## config.mk

```make
export PLATFORM = sky130hd
export DESIGN_NAME = out_display
export DESIGN_NICKNAME = d
export VERILOG_FILES = /design/src/rtl/out_display_pkg.sv /design/src/rtl/out_display_bin2bcd_seq.sv /design/src/rtl/out_display.sv
export SDC_FILE = /design/constraint.sdc
export NUM_CORES = 1
export LEC_CHECK = 0
export BUFFER_PORTS_ARGS = -buffer_cell sky130_fd_sc_hd__buf_2
export CAP_MARGIN = 40
export CORE_ASPECT_RATIO = 1.4
export CORE_MARGIN = 5
export CORE_UTILIZATION = 40
export CTS_BUF_LIST = sky130_fd_sc_hd__clkbuf_8
export CTS_CLUSTER_DIAMETER = 80
export DETAILED_ROUTE_END_ITERATION = 12
export GPL_TIMING_DRIVEN = 0
export PLACE_DENSITY = 0.62
export SLEW_MARGIN = 20
export SYNTH_ARGS = -nofsm -noshare
export SYNTH_HDL_FRONTEND = slang
export SYNTH_HIERARCHICAL = 1
export SYNTH_SLANG_ARGS = --single-unit
```

## constraint.sdc

```tcl
create_clock -name clk -period 5.5 [get_ports clk]
set_input_delay 0 -clock clk [delete_from_list [all_inputs] [get_ports clk]]
set_output_delay 0 -clock clk [all_outputs]
set_load 0.05 [all_outputs]
```

## src/rtl/out_display_pkg.sv

```systemverilog
// ============================================================================
// Module  : out_display_pkg
// Brief   : Shared glyphs, converter state encoding and digit slot indices
// Revision: 1.0 - initial release
// ============================================================================
`default_nettype none

package out_display_pkg;

    typedef enum logic [0:0] {
        CONV_IDLE  = 1'b0,
        CONV_SHIFT = 1'b1
    } conv_state_t;

    localparam logic [1:0] DIG_ONES = 2'd0;
    localparam logic [1:0] DIG_TENS = 2'd1;
    localparam logic [1:0] DIG_HUND = 2'd2;
    localparam logic [1:0] DIG_SIGN = 2'd3;

    localparam logic [6:0] SEG_0     = 7'h3F;
    localparam logic [6:0] SEG_1     = 7'h06;
    localparam logic [6:0] SEG_2     = 7'h5B;
    localparam logic [6:0] SEG_3     = 7'h4F;
    localparam logic [6:0] SEG_4     = 7'h66;
    localparam logic [6:0] SEG_5     = 7'h6D;
    localparam logic [6:0] SEG_6     = 7'h7D;
    localparam logic [6:0] SEG_7     = 7'h07;
    localparam logic [6:0] SEG_8     = 7'h7F;
    localparam logic [6:0] SEG_9     = 7'h6F;
    localparam logic [6:0] SEG_MINUS = 7'h40;
    localparam logic [6:0] SEG_BLANK = 7'h00;

    localparam logic [2:0] DD_LAST_STEP = 3'd7;

    function automatic logic [6:0] seg_glyph(input logic [3:0] digit);
        logic [6:0] pattern;
        case (digit)
            4'd0:    pattern = SEG_0;
            4'd1:    pattern = SEG_1;
            4'd2:    pattern = SEG_2;
            4'd3:    pattern = SEG_3;
            4'd4:    pattern = SEG_4;
            4'd5:    pattern = SEG_5;
            4'd6:    pattern = SEG_6;
            4'd7:    pattern = SEG_7;
            4'd8:    pattern = SEG_8;
            4'd9:    pattern = SEG_9;
            default: pattern = SEG_BLANK;
        endcase
        return pattern;
    endfunction

endpackage

`default_nettype wire

```

## src/rtl/out_display_bin2bcd_seq.sv

```systemverilog
// ============================================================================
// Module  : bin2bcd_seq
// Brief   : Change-triggered sequential double-dabble converter, 8 bit -> 3 BCD
// Revision: 1.0 - initial release
// ============================================================================
`default_nettype none

module bin2bcd_seq
    import out_display_pkg::*;
(
    input  logic        clk,
    input  logic        reset,
    input  logic [7:0]  value,
    input  logic        signed_mode,
    output logic [11:0] bcd,
    output logic        neg,
    output logic        busy
);

    conv_state_t r_state;
    logic [7:0]  r_cap_value;
    logic        r_cap_signed;
    logic [7:0]  r_mag;
    logic [11:0] r_scratch;
    logic [2:0]  r_step;
    logic        r_neg_pend;

    logic        w_is_neg;
    logic [7:0]  w_mag_in;
    logic [11:0] w_adj;
    logic [11:0] w_scratch_next;

    assign w_is_neg = signed_mode & value[7];
    assign w_mag_in = w_is_neg ? (~value + 8'd1) : value;

    for (genvar i = 0; i < 3; i++) begin : g_nib_adj
        assign w_adj[4*i +: 4] = (r_scratch[4*i +: 4] >= 4'd5) ?
                                 (r_scratch[4*i +: 4] + 4'd3) : r_scratch[4*i +: 4];
    end

    assign w_scratch_next = {w_adj[10:0], r_mag[7]};

    always_ff @(posedge clk or posedge reset) begin
        if (reset) begin
            r_state      <= CONV_IDLE;
            r_cap_value  <= 8'd0;
            r_cap_signed <= 1'b0;
            r_mag        <= 8'd0;
            r_scratch    <= 12'd0;
            r_step       <= 3'd0;
            r_neg_pend   <= 1'b0;
            bcd          <= 12'd0;
            neg          <= 1'b0;
            busy         <= 1'b0;
        end else begin
            case (r_state)
                CONV_IDLE: begin
                    // Inputs arriving mid-conversion are picked up here afterwards.
                    if ({value, signed_mode} != {r_cap_value, r_cap_signed}) begin
                        r_cap_value  <= value;
                        r_cap_signed <= signed_mode;
                        r_mag        <= w_mag_in;
                        r_neg_pend   <= w_is_neg;
                        r_scratch    <= 12'd0;
                        r_step       <= 3'd0;
                        busy         <= 1'b1;
                        r_state      <= CONV_SHIFT;
                    end
                end
                CONV_SHIFT: begin
                    r_scratch <= w_scratch_next;
                    r_mag     <= {r_mag[6:0], 1'b0};
                    r_step    <= r_step + 3'd1;
                    if (r_step == DD_LAST_STEP) begin
                        bcd     <= w_scratch_next;
                        neg     <= r_neg_pend;
                        busy    <= 1'b0;
                        r_state <= CONV_IDLE;
                    end
                end
                default: r_state <= CONV_IDLE;
            endcase
        end
    end

endmodule

`default_nettype wire

```

## src/rtl/out_display.sv

```systemverilog
// ============================================================================
// Module  : out_display
// Brief   : CPU OUT register to multiplexed 4-digit 7-segment display driver
// Revision: 1.0 - initial release
// ============================================================================
`default_nettype none

module out_display
    import out_display_pkg::*;
#(
    parameter int REFRESH_DIV = 4
) (
    input  logic        clk,
    input  logic        reset,
    input  logic [7:0]  value,
    input  logic        signed_mode,
    input  logic        halted,
    output logic [6:0]  seg,
    output logic        dp,
    output logic [3:0]  digit_sel,
    output logic [11:0] bcd,
    output logic        neg,
    output logic        busy
);

    localparam int              PRESC_W   = (REFRESH_DIV > 1) ? $clog2(REFRESH_DIV) : 1;
    localparam logic [PRESC_W-1:0] PRESC_MAX = PRESC_W'(REFRESH_DIV - 1);

    logic [PRESC_W-1:0] r_presc;
    logic [1:0]         r_idx;
    logic [6:0]         w_seg_next;
    logic [3:0]         w_ones;
    logic [3:0]         w_tens;
    logic [3:0]         w_hund;

    bin2bcd_seq u_conv (
        .clk         (clk),
        .reset       (reset),
        .value       (value),
        .signed_mode (signed_mode),
        .bcd         (bcd),
        .neg         (neg),
        .busy        (busy)
    );

    assign w_ones = bcd[3:0];
    assign w_tens = bcd[7:4];
    assign w_hund = bcd[11:8];

    // Only committed results feed the glyphs, so scratch never reaches the pins.
    always_comb begin
        w_seg_next = SEG_BLANK;
        case (r_idx)
            DIG_ONES: w_seg_next = seg_glyph(w_ones);
            DIG_TENS: w_seg_next = (w_hund == 4'd0 && w_tens == 4'd0) ? SEG_BLANK : seg_glyph(w_tens);
            DIG_HUND: w_seg_next = (w_hund == 4'd0) ? SEG_BLANK : seg_glyph(w_hund);
            DIG_SIGN: w_seg_next = neg ? SEG_MINUS : SEG_BLANK;
            default:  w_seg_next = SEG_BLANK;
        endcase
    end

    always_ff @(posedge clk or posedge reset) begin
        if (reset) begin
            r_presc   <= '0;
            r_idx     <= DIG_ONES;
            seg       <= SEG_BLANK;
            dp        <= 1'b0;
            digit_sel <= 4'd0;
        end else begin
            if (r_presc == PRESC_MAX) begin
                r_presc <= '0;
                r_idx   <= r_idx + 2'd1;
            end else begin
                r_presc <= r_presc + PRESC_W'(1);
            end
            digit_sel <= 4'd1 << r_idx;
            seg       <= w_seg_next;
            dp        <= halted & (r_idx == DIG_ONES);
        end
    end

endmodule

`default_nettype wire
```

==> results of run 1 <==
==> cell families after synthesis <==
group / count (synthesis) / synth area share [%]
buffers and inverters: 40 / 4.66
AND/OR/NAND/NOR: 91 / 13.1
XOR/XNOR: 20 / 5.08
adder cells (fa/ha/maj): 30 / 10.4
multiplexers: 26 / 7.72
AO/OA/AOI/OAI: 86 / 14.5
flip-flops: 64 / 44.5
==> area by class of cell <==
class | instances | area share, %
buffer | 13 | 1.58
clock buffer | 12 | 3.94
clock inverter | 2 | 0.179
inverter | 27 | 2.42
multi-input combinational | 253 | 43.6
sequential | 64 | 38.2
tap | 107 | 3.19
timing repair buffer | 46 | 6.98
==> repair_timing <==
item | 4_1_cts | 5_1_grt
endpoints found under the hold margin | 49 | 0
hold buffers | 8 | 0
setup buffers | 0 | 0
==> per-stage QoR <==
step	cells	total power (W)
2_1_floorplan	357	0.00174
3_3_place_gp	501	0.00198
3_5_place_dp	502	0.00202
4_1_cts	524	0.00239
5_1_grt	524	0.00257
6_report	524	0.00236
==> flip-flops by register name (all words and copies together) (netlist names), 2 cells and up <==
signal and count:
u_conv/bcd 12, u_conv/r_scratch 12, u_conv/r_cap_value 8, u_conv/r_mag 8, seg 7, digit_sel 4
u_conv/r_step 3, r_idx 2, r_presc 2
==> power groups by stage <==
| stage | logic (W) | clock network, W | registers (W) |
|---|---|---|---|
| after floorplan | 0.000700 | 0 | 0.00104 |
| after global placement | 0.00116 | 0 | 0.000819 |
| after detailed placement | 0.00119 | 0 | 0.000832 |
| after CTS | 0.00120 | 0.000372 | 0.000822 |
| after global routing | 0.00132 | 0.000393 | 0.000851 |
| final | 0.00118 | 0.000358 | 0.000821 |
==> cells in the mapped netlist, types with 4 or more instances <==
cell	n	area [um2]
dfrtp_1	64	1600
nand2_1	37	139
o21ai_0	34	170
ha_1	30	375
inv_1	27	101
a21oi_1	19	95.1
nor2_1	19	71.3
xnor2_1	15	131
mux2_2	14	158
nand2b_1	14	87.6
mux2i_1	12	120
clkbuf_1	8	30.0
a22o_1	7	61.3
a31oi_1	6	37.5
o21ai_1	5	25.0
nor3_1	4	20.0
nor3b_1	4	30.0
xor2_1	4	35.0
==> worst max-delay path, stage by stage (launching register included) <==
cell,delay (ns)
dfrtp_1,0.47
inv_1,0.14
ha_1,0.18
or4b_4,0.47
o21a_1,0.22
a221oi_1,0.38
a31oi_1,0.07
==> final timing paths <==
path	cells after the start	to	from	slack (ns)
max	6	seg[4]$_DFF_PP0_	u_conv/bcd[5]$_DFFE_PP0P_	3.42
min	3	u_conv/r_cap_value[1]$_DFFE_PP0P_	value[1]	0.02
max reg2reg	6	seg[4]$_DFF_PP0_	u_conv/bcd[5]$_DFFE_PP0P_	3.42
min reg2reg	1	r_presc[0]$_DFF_PP0_	r_presc[0]$_DFF_PP0_	0.44
max in group asynchronous	4	u_conv/r_scratch[7]$_DFFE_PP0P_	reset	4.70
min in group asynchronous	3	r_presc[1]$_DFF_PP0_	reset	0.28
==> per-layer routing <==
layer / up-vias / part of all wire, % / wire length (um) / global-route usage (%)
met5: - / 0 / 0 / 0
met4: 0 / 3.6 / 265 / 7.91
met3: 18 / 3.6 / 271 / 3.03
met2: 44 / 53 / 3930 / 26.3
met1: 1314 / 40 / 2960 / 15.7
li1: 1334 / - / - / -
==> results.txt, run 1 <==
vias: 2710
grt total ovfl: 0
Peak VDD IR: 0.275 mV
fill count: 872
CP Class: reg -> reg
fin util: 47.0%
Clk pin slew, worst setup/hold paths: 0.07 ns
f_max: 481 MHz
Max-Cap Viols: 0
Clock Skew: 0.00714 ns
outcome: finished, final reports clean
actual transition at the worst max-transition pin: 0.580 ns
EDFF count, synth: 0
RSZ-0062 raised after global routing: no
worst endpoint data arrival time: 2.28 ns
# setup viols final: 0
number of CTS-inserted buffers: 9
Comb pwr share: 50.1%
clock tree sinks: 64
Post-route DRC: 0
Tightest Hold Check Type: in -> reg
worst hold slack: 0.0172 ns
Critical Path RT: 5.70 ns
root buf cell: clkbuf_8
Final ANT Viol Nets: 0
commonest cells after routing, fill and taps aside: dfrtp_1 (64), buf_2 (39), nand2_1 (37), o21ai_0 (34), ha_1 (30)
TritonRoute pass-1 iters: 4
dominant synthesized flop cell: dfrtp_1
Mapped Avg Cell Area: 10.1 um2
average wire per standard cell: 14.2 um
H-Tree Depth: 3
Clock Path Buffers: 2
Syn. warnings: 6
clock share of power: 15.2%
fin. max-slew vios: 0
LEAKAGE: 1.99 nW
Mapped Area: 3600 um2
CTS tree: built
core footprint: 8930 um2
Netlist cell types: 44
switching share of power: 44.9%
worst slack, placed: 3.40 ns
fraction of layout cells with a size suffix above 1: 18.2%
largest net degree at the start of global routing: 27
slew margin rel.: 61.3%
startpoint types: flop
pwr dens: 563 nW/um2
Total Routing Usage GR: 14.5%
cell area after placement: 3940 um2
Die Height: 122 um
Multi-input gate area: 1830 um2
storage element area: 1600 um2
vias in the first global route: 2761
setup TNS: 0 ns
via/cell ratio: 5.17
GP Congestion: 0.820
sequential fraction of the synthesis area: 44.5%
Worst setup EP type: flop
Nets: 456
most common library cell in the layout ignoring fill and taps: dfrtp_1
Int Power: 0.00130 W
final worst setup slack: 3.42 ns
die area: 11000 um2
Yosys reg bits: 64
global-route wire length before repair: 12.9 mm
Switch Pwr: 0.00106 W
Non-Filler Cell Area, Final: 4200 um2
Die X: 90.1 um
Initial DRC Count: 82
Fin. Hold Viols: 0
row cnt: 41
Mapped Nets: 399
Gate Count Post-Synth: 357
Final min period: 2.08 ns
area delta synth->final: 16.7%
Tcrit/Tclk final: 37.8%
Async SR Flop Fraction: 100%
Diodes inserted: 0
Buffers on Ports: 37
Reg power frac: 34.8%
final wirelength: 7.43 mm
Worst-Skew Late Latency: 0.34 ns
starting density of the core: 40.3%
Ports: 38
antenna violations before repair: 0
Worst Path Max Fanout: 8
Detail Placement HPWL: 5.75 mm
post-CTS sizing: 0
No activity file was read; power rests on OpenSTA's default activity.
==> run 2: changes to the inputs <==
ABC_AREA = 1   (was unset)
clock period = 1.93 ns   (was 5.5 ns; I/O delays follow)
==> run 2 against run 1 <==
Non-clock buffer count is 1 higher; critical path type unchanged; maximum frequency is 22% higher; worst hold slack better by 0.19 ns; register-to-register slack worse by 3.2 ns.
==> results.txt, run 2 <==
RSZ-0062 raised after global routing: no
Final min period: 1.71 ns
EDFF count, synth: 0
CTS tree: built
Mapped Area: 3710 um2
core footprint: 9030 um2
Netlist cell types: 31
Placed Cells: 621
Critical Path RT: 2.17 ns
worst hold slack: 0.202 ns
pwr dens: 1630 nW/um2
Mapped Nets: 518
Post-CTS Setup Bufs: 0
die area: 11300 um2
# setup viols final: 0
fin. max-slew vios: 0
f_max: 585 MHz
worst endpoint data arrival time: 1.95 ns
FF-to-FF End: u_conv/bcd[4]$_DFFE_PP0P_
Yosys reg bits: 64
largest net degree at the start of global routing: 31
starting density of the core: 41.1%
Yosys top cell by area: dfrtp_1
Gate Count Post-Synth: 476
TritonRoute pass-1 iters: 6
setup TNS: 0 ns
Die Height: 124 um
Int Power: 0.00381 W
Max-Cap Viols: 0
final wirelength: 8.04 mm
outcome: finished, final reports clean
Design Power: 0.00714 W
sequential fraction of the synthesis area: 43.2%
LEAKAGE: 2.38 nW
antenna violations before repair: 0
area delta synth->final: 18.0%
average wire per standard cell: 12.4 um
global-route wire length before repair: 13.8 mm
top-count cell post-synth: nand2_1
Buffers on Ports: 37
via/cell ratio: 4.84
Nets: 578
Clock Path Buffers: 2
number of CTS-inserted buffers: 9
dominant synthesized flop cell: dfrtp_1
Worst R2R Start: u_conv/r_step[0]$_DFFE_PP0P_
reg-to-reg slack, setup: 0.22 ns
Final Non-Filler Cells: 648
Worst-Skew Late Latency: 0.35 ns
Tightest Hold Check Type: in -> async
Worst setup EP type: flop
Post-route DRC: 0
Async SR Flop Fraction: 100%
H-Tree Depth: 3
switching share of power: 46.7%
GP Congestion: 0.865
Reg power frac: 32.7%
commonest cells after routing, fill and taps aside: nand2_1 (170), dfrtp_1 (64), inv_1 (54), nand3_1 (46), buf_2 (40)
Peak VDD IR: 0.942 mV
clock share of power: 17.7%
Diodes inserted: 0
Total Routing Usage GR: 15.5%
Die X: 91.4 um
CP Class: reg -> reg
most common library cell in the layout ignoring fill and taps: nand2_1
Detail Placement HPWL: 6.10 mm
Mapped Avg Cell Area: 7.79 um2
row cnt: 41
top-area cell type share of the netlist area: 43.2%
Initial DRC Count: 87
Clock Skew: 0.00943 ns
vias in the first global route: 3091
cell area after placement: 4050 um2
grt total ovfl: 0
Fin. Hold Viols: 0
Final ANT Viol Nets: 0
R2R depth: 7
startpoint types: flop
fraction of layout cells with a size suffix above 1: 15.0%
Comb pwr share: 49.6%
Clk pin slew, worst setup/hold paths: 0.07 ns
Syn. warnings: 6
actual transition at the worst max-transition pin: 0.578 ns
Switch Pwr: 0.00333 W
slew margin rel.: 61.5%
top cells by area, synth: dfrtp_1 (43%), nand2_1 (17%), ha_1 (10%)
top flop regs: u_conv/bcd x12, u_conv/r_scratch x12
Worst Path Max Fanout: 10
Non-Filler Cell Area, Final: 4380 um2
clock tree sinks: 64
root buf cell: clkbuf_8
top post-synthesis cells by count: nand2_1 (170), dfrtp_1 (64), inv_1 (52)
vias: 3137
Ports: 38
Tcrit/Tclk final: 88.6%
## run 2: cell types whose count changed after synthesis, sizes merged, moves of 12 or more
cell	previous run	this run
inv	27	56
mux2	14	0
mux2i	12	0
nand2	37	171
nand2b	14	0
nand3	4	47
xnor2	16	4
## run 2: worst max path at each step
stage | from | to | slack [ns] | cells after the start
global route | u_conv/r_step[0]$_DFFE_PP0P_ | u_conv/bcd[4]$_DFFE_PP0P_ | 0.09 | 7
finish | u_conv/r_step[0]$_DFFE_PP0P_ | u_conv/bcd[4]$_DFFE_PP0P_ | 0.22 | 7
global placement | reset | u_conv/r_scratch[2]$_DFFE_PP0P_ | 0.07 | 2
detailed placement | u_conv/r_step[0]$_DFFE_PP0P_ | u_conv/bcd[4]$_DFFE_PP0P_ | 0.12 | 7
CTS | u_conv/r_step[0]$_DFFE_PP0P_ | u_conv/bcd[4]$_DFFE_PP0P_ | 0.12 | 7
floorplan | u_conv/bcd[9]$_DFFE_PP0P_ | seg[6]$_DFF_PP0_ | 0.24 | 9
## run 2: what timing repair did
action	4_1_cts	5_1_grt
hold buffers	11	0
endpoints found under the setup margin	0	1
gates resized for setup	0	1
hold endpoints to repair	45	0
## run 2: worst max-delay path: stages (launching register included)
cell	delay (ns)
dfrtp_1	0.41
ha_1	0.23
ha_1	0.18
nand2_1	0.08
buf_2	0.22
clkinvlp_4	0.24
nand3_1	0.18
nand2_1	0.07
## run 2: power by group through the flow
stage,Clock (W),Combinational [W],Sequential (W)
2_1_floorplan,0,0.00206,0.00300
3_3_place_gp,0,0.00345,0.00234
3_5_place_dp,0,0.00354,0.00236
4_1_cts,0.00131,0.00358,0.00233
5_1_grt,0.00137,0.00402,0.00242
6_report,0.00127,0.00354,0.00233
## run 2: layout make-up
class                      count  area, um2
inverter                      58        221
clock inverter                 6       76.3
multi-input combinational    343       1820
tap                          107        134
sequential                    64       1600
timing repair buffer          49        315
clock buffer                  10        138
fill                         889       4650
buffer                        11       67.6
## run 2: kinds of logic after synthesis
| group | after synthesis | synth area share (%) |
|---|---|---|
| flops | 64 | 43.2 |
| fa+ha+maj | 30 | 10.1 |
| xor+xnor | 13 | 3.07 |
| compound gates | 47 | 7.39 |
| buf+inv | 69 | 7.69 |
| simple gates | 253 | 28.6 |
## run 2: per-stage QoR
stage / setup WS, ns / utilization [%]
after floorplan: 0.242 / -
after global placement: 0.0682 / 44.6
after detailed placement: 0.123 / 44.8
after CTS: 0.116 / 48.4
after global routing: 0.0907 / 48.5
final: 0.219 / 48.5
## run 2: layer usage
layer  global-route usage, %  share of wire, %
met1                    16.0                40
met2                    27.7                51
met5                       0                 0
met3                    2.66               3.9
met4                    11.6               5.3
==> run 3: changes to the inputs <==
ABC_AREA = unset   (was 1)
==> run 3 against run 2 <==
Via count decreased by 13%; count of clock-buffer cells in the layout unchanged; sequential share of layout area increased by 0.40 points; power about the same; first-iteration DRC count decreased by 54%; non-clock buffer count increased by 6; critical endpoint is now seg[1]$_DFF_PP0_; largest power group unchanged; highest routed layer unchanged.
==> results.txt, run 3 (synthesized netlist as in run 1, its figures left out) <==
pwr dens: 1640 nW/um2
most common library cell in the layout ignoring fill and taps: dfrtp_1
Nets: 463
TritonRoute pass-1 iters: 4
largest net degree at the start of global routing: 27
cells along the critical path: inv_2, ha_4, or4b_4, o21a_1, and3_1, o31a_1
Multi-input gate area: 1860 um2
root buf cell: clkbuf_8
vias: 2726
antenna violations before repair: 0
Final min period: 1.88 ns
worst hold slack: 0.0410 ns
commonest cells after routing, fill and taps aside: dfrtp_1 (62), buf_2 (39), nand2_1 (36), o21ai_0 (34), ha_1 (29)
grt total ovfl: 0
fraction of layout cells with a size suffix above 1: 22.3%
fin util: 48.6%
Hold Path Depth: 3
CP Buf/Inv Count: 1
Tightest Hold Check Type: in -> reg
Fin. Hold Viols: 0
Slowest cell on crit path: or4b_4
Final Non-Filler Cells: 533
Worst R2R Start: u_conv/bcd[4]$_DFFE_PP0P_
worst endpoint data arrival time: 2.09 ns
Ports: 38
Worst-Skew Late Latency: 0.33 ns
outcome: finished, final reports clean
final wirelength: 7.52 mm
Initial DRC Count: 40
slew margin rel.: 60.7%
Buffers on Ports: 37
startpoint types: flop
Clock Skew: 0.00782 ns
row cnt: 41
Worst Path Max Fanout: 4
fill count: 841
LEAKAGE: 2.05 nW
number of CTS-inserted buffers: 9
# setup viols final: 0
Tcrit/Tclk final: 97.3%
average wire per standard cell: 14.1 um
area delta synth->final: 20.6%
clock tree sinks: 64
f_max: 532 MHz
setup TNS: 0 ns
Die X: 90.1 um
core footprint: 8930 um2
Total Routing Usage GR: 14.4%
global-route wire length before repair: 12.9 mm
vias in the first global route: 2698
Diodes inserted: 0
GP Congestion: 0.810
Detail Placement HPWL: 5.70 mm
Post-route DRC: 0
hold path endpoint: u_conv/r_cap_value[3]$_DFFE_PP0P_
R2R depth: 6
Die Height: 122 um
Clock Path Buffers: 2
CTS tree: built
actual transition at the worst max-transition pin: 0.589 ns
Critical Path RT: 2.15 ns
storage element area: 1600 um2
Peak VDD IR: 0.941 mV
CP top delay family: simple AND/OR/NAND/NOR gates
Placed Cells: 502
Worst setup EP type: flop
reg-to-reg slack, setup: 0.05 ns
Worst path depth: 6
fin. max-slew vios: 0
Clk pin slew, worst setup/hold paths: 0.07 ns
top flop regs: u_conv/bcd x12, u_conv/r_scratch x12
Max-Cap Viols: 0
die area: 11000 um2
Final ANT Viol Nets: 0
hold wc startpoint: value[3]
starting density of the core: 40.3%
CP Class: reg -> reg
FF-to-FF End: seg[1]$_DFF_PP0_
H-Tree Depth: 3
via/cell ratio: 5.11
Largest stage delay, worst path: 0.46 ns
-- run 3: worst max path at each step --
| stage | to | from |
|---|---|---|
| after floorplan | seg[1]$_DFF_PP0_ | u_conv/bcd[5]$_DFFE_PP0P_ |
| after global placement | seg[4]$_DFF_PP0_ | u_conv/bcd[5]$_DFFE_PP0P_ |
| after detailed placement | seg[4]$_DFF_PP0_ | u_conv/bcd[5]$_DFFE_PP0P_ |
| after CTS | u_conv/neg$_DFFE_PP0P_ | u_conv/r_step[0]$_DFFE_PP0P_ |
| after global routing | seg[1]$_DFF_PP0_ | u_conv/bcd[4]$_DFFE_PP0P_ |
| final | seg[1]$_DFF_PP0_ | u_conv/bcd[4]$_DFFE_PP0P_ |
-- run 3: per-stage QoR --
stage / total power (W) / worst slack, ns / instance area, um2
2_1_floorplan: 0.00497 / -0.0375 / 3600
3_3_place_gp: 0.00565 / -0.106 / 3920
3_5_place_dp: 0.00575 / -0.112 / 3950
4_1_cts: 0.00710 / 0.0167 / 4280
5_1_grt: 0.00773 / -0.00566 / 4340
6_report: 0.00713 / 0.0515 / 4340
-- run 3: final cells by class --
cell class	count	share of cell area (%)
flip-flops and latches	64	37.0
inverters	27	2.34
repair buffers	53	8.02
well taps	107	3.09
multi-input cells	253	43.0
clock buffers	10	3.17
clock inverters	6	1.90
plain buffers	13	1.53
-- run 3: per-layer routing --
metal  GRT usage [%]  wire length, um  vias to the layer above
met5               0                0                        -
met4            6.15              165                        0
met3            2.72              287                       12
met2            26.7             4030                       52
met1            15.9             3040                     1306
li1                -                -                     1356
-- run 3: worst reg2reg max path, stage by stage, from the launching register on --
cell and delay (ns):
dfrtp_2 0.41, inv_2 0.09, ha_4 0.13, or4b_4 0.46, o21a_1 0.23, and3_1 0.18
o31a_1 0.27
-- run 3: power by group --
part / switching (W) / total (W) / internal [W] / leakage, nW
logic: 0.00217 / 0.00355 / 0.00138 / 1.15
registers: 0.000434 / 0.00231 / 0.00188 / 0.788
clock network: 0.000510 / 0.00127 / 0.000755 / 0.112
total: 0.00311 / 0.00713 / 0.00402 / 2.05
-- run 3: repair_timing --
item	4_1_cts	5_1_grt
pin swaps	1	4
endpoints found under the hold margin	50	0
setup buffers	2	4
endpoints found under the setup margin	3	7
resized for setup	1	5
hold buffers	9	0
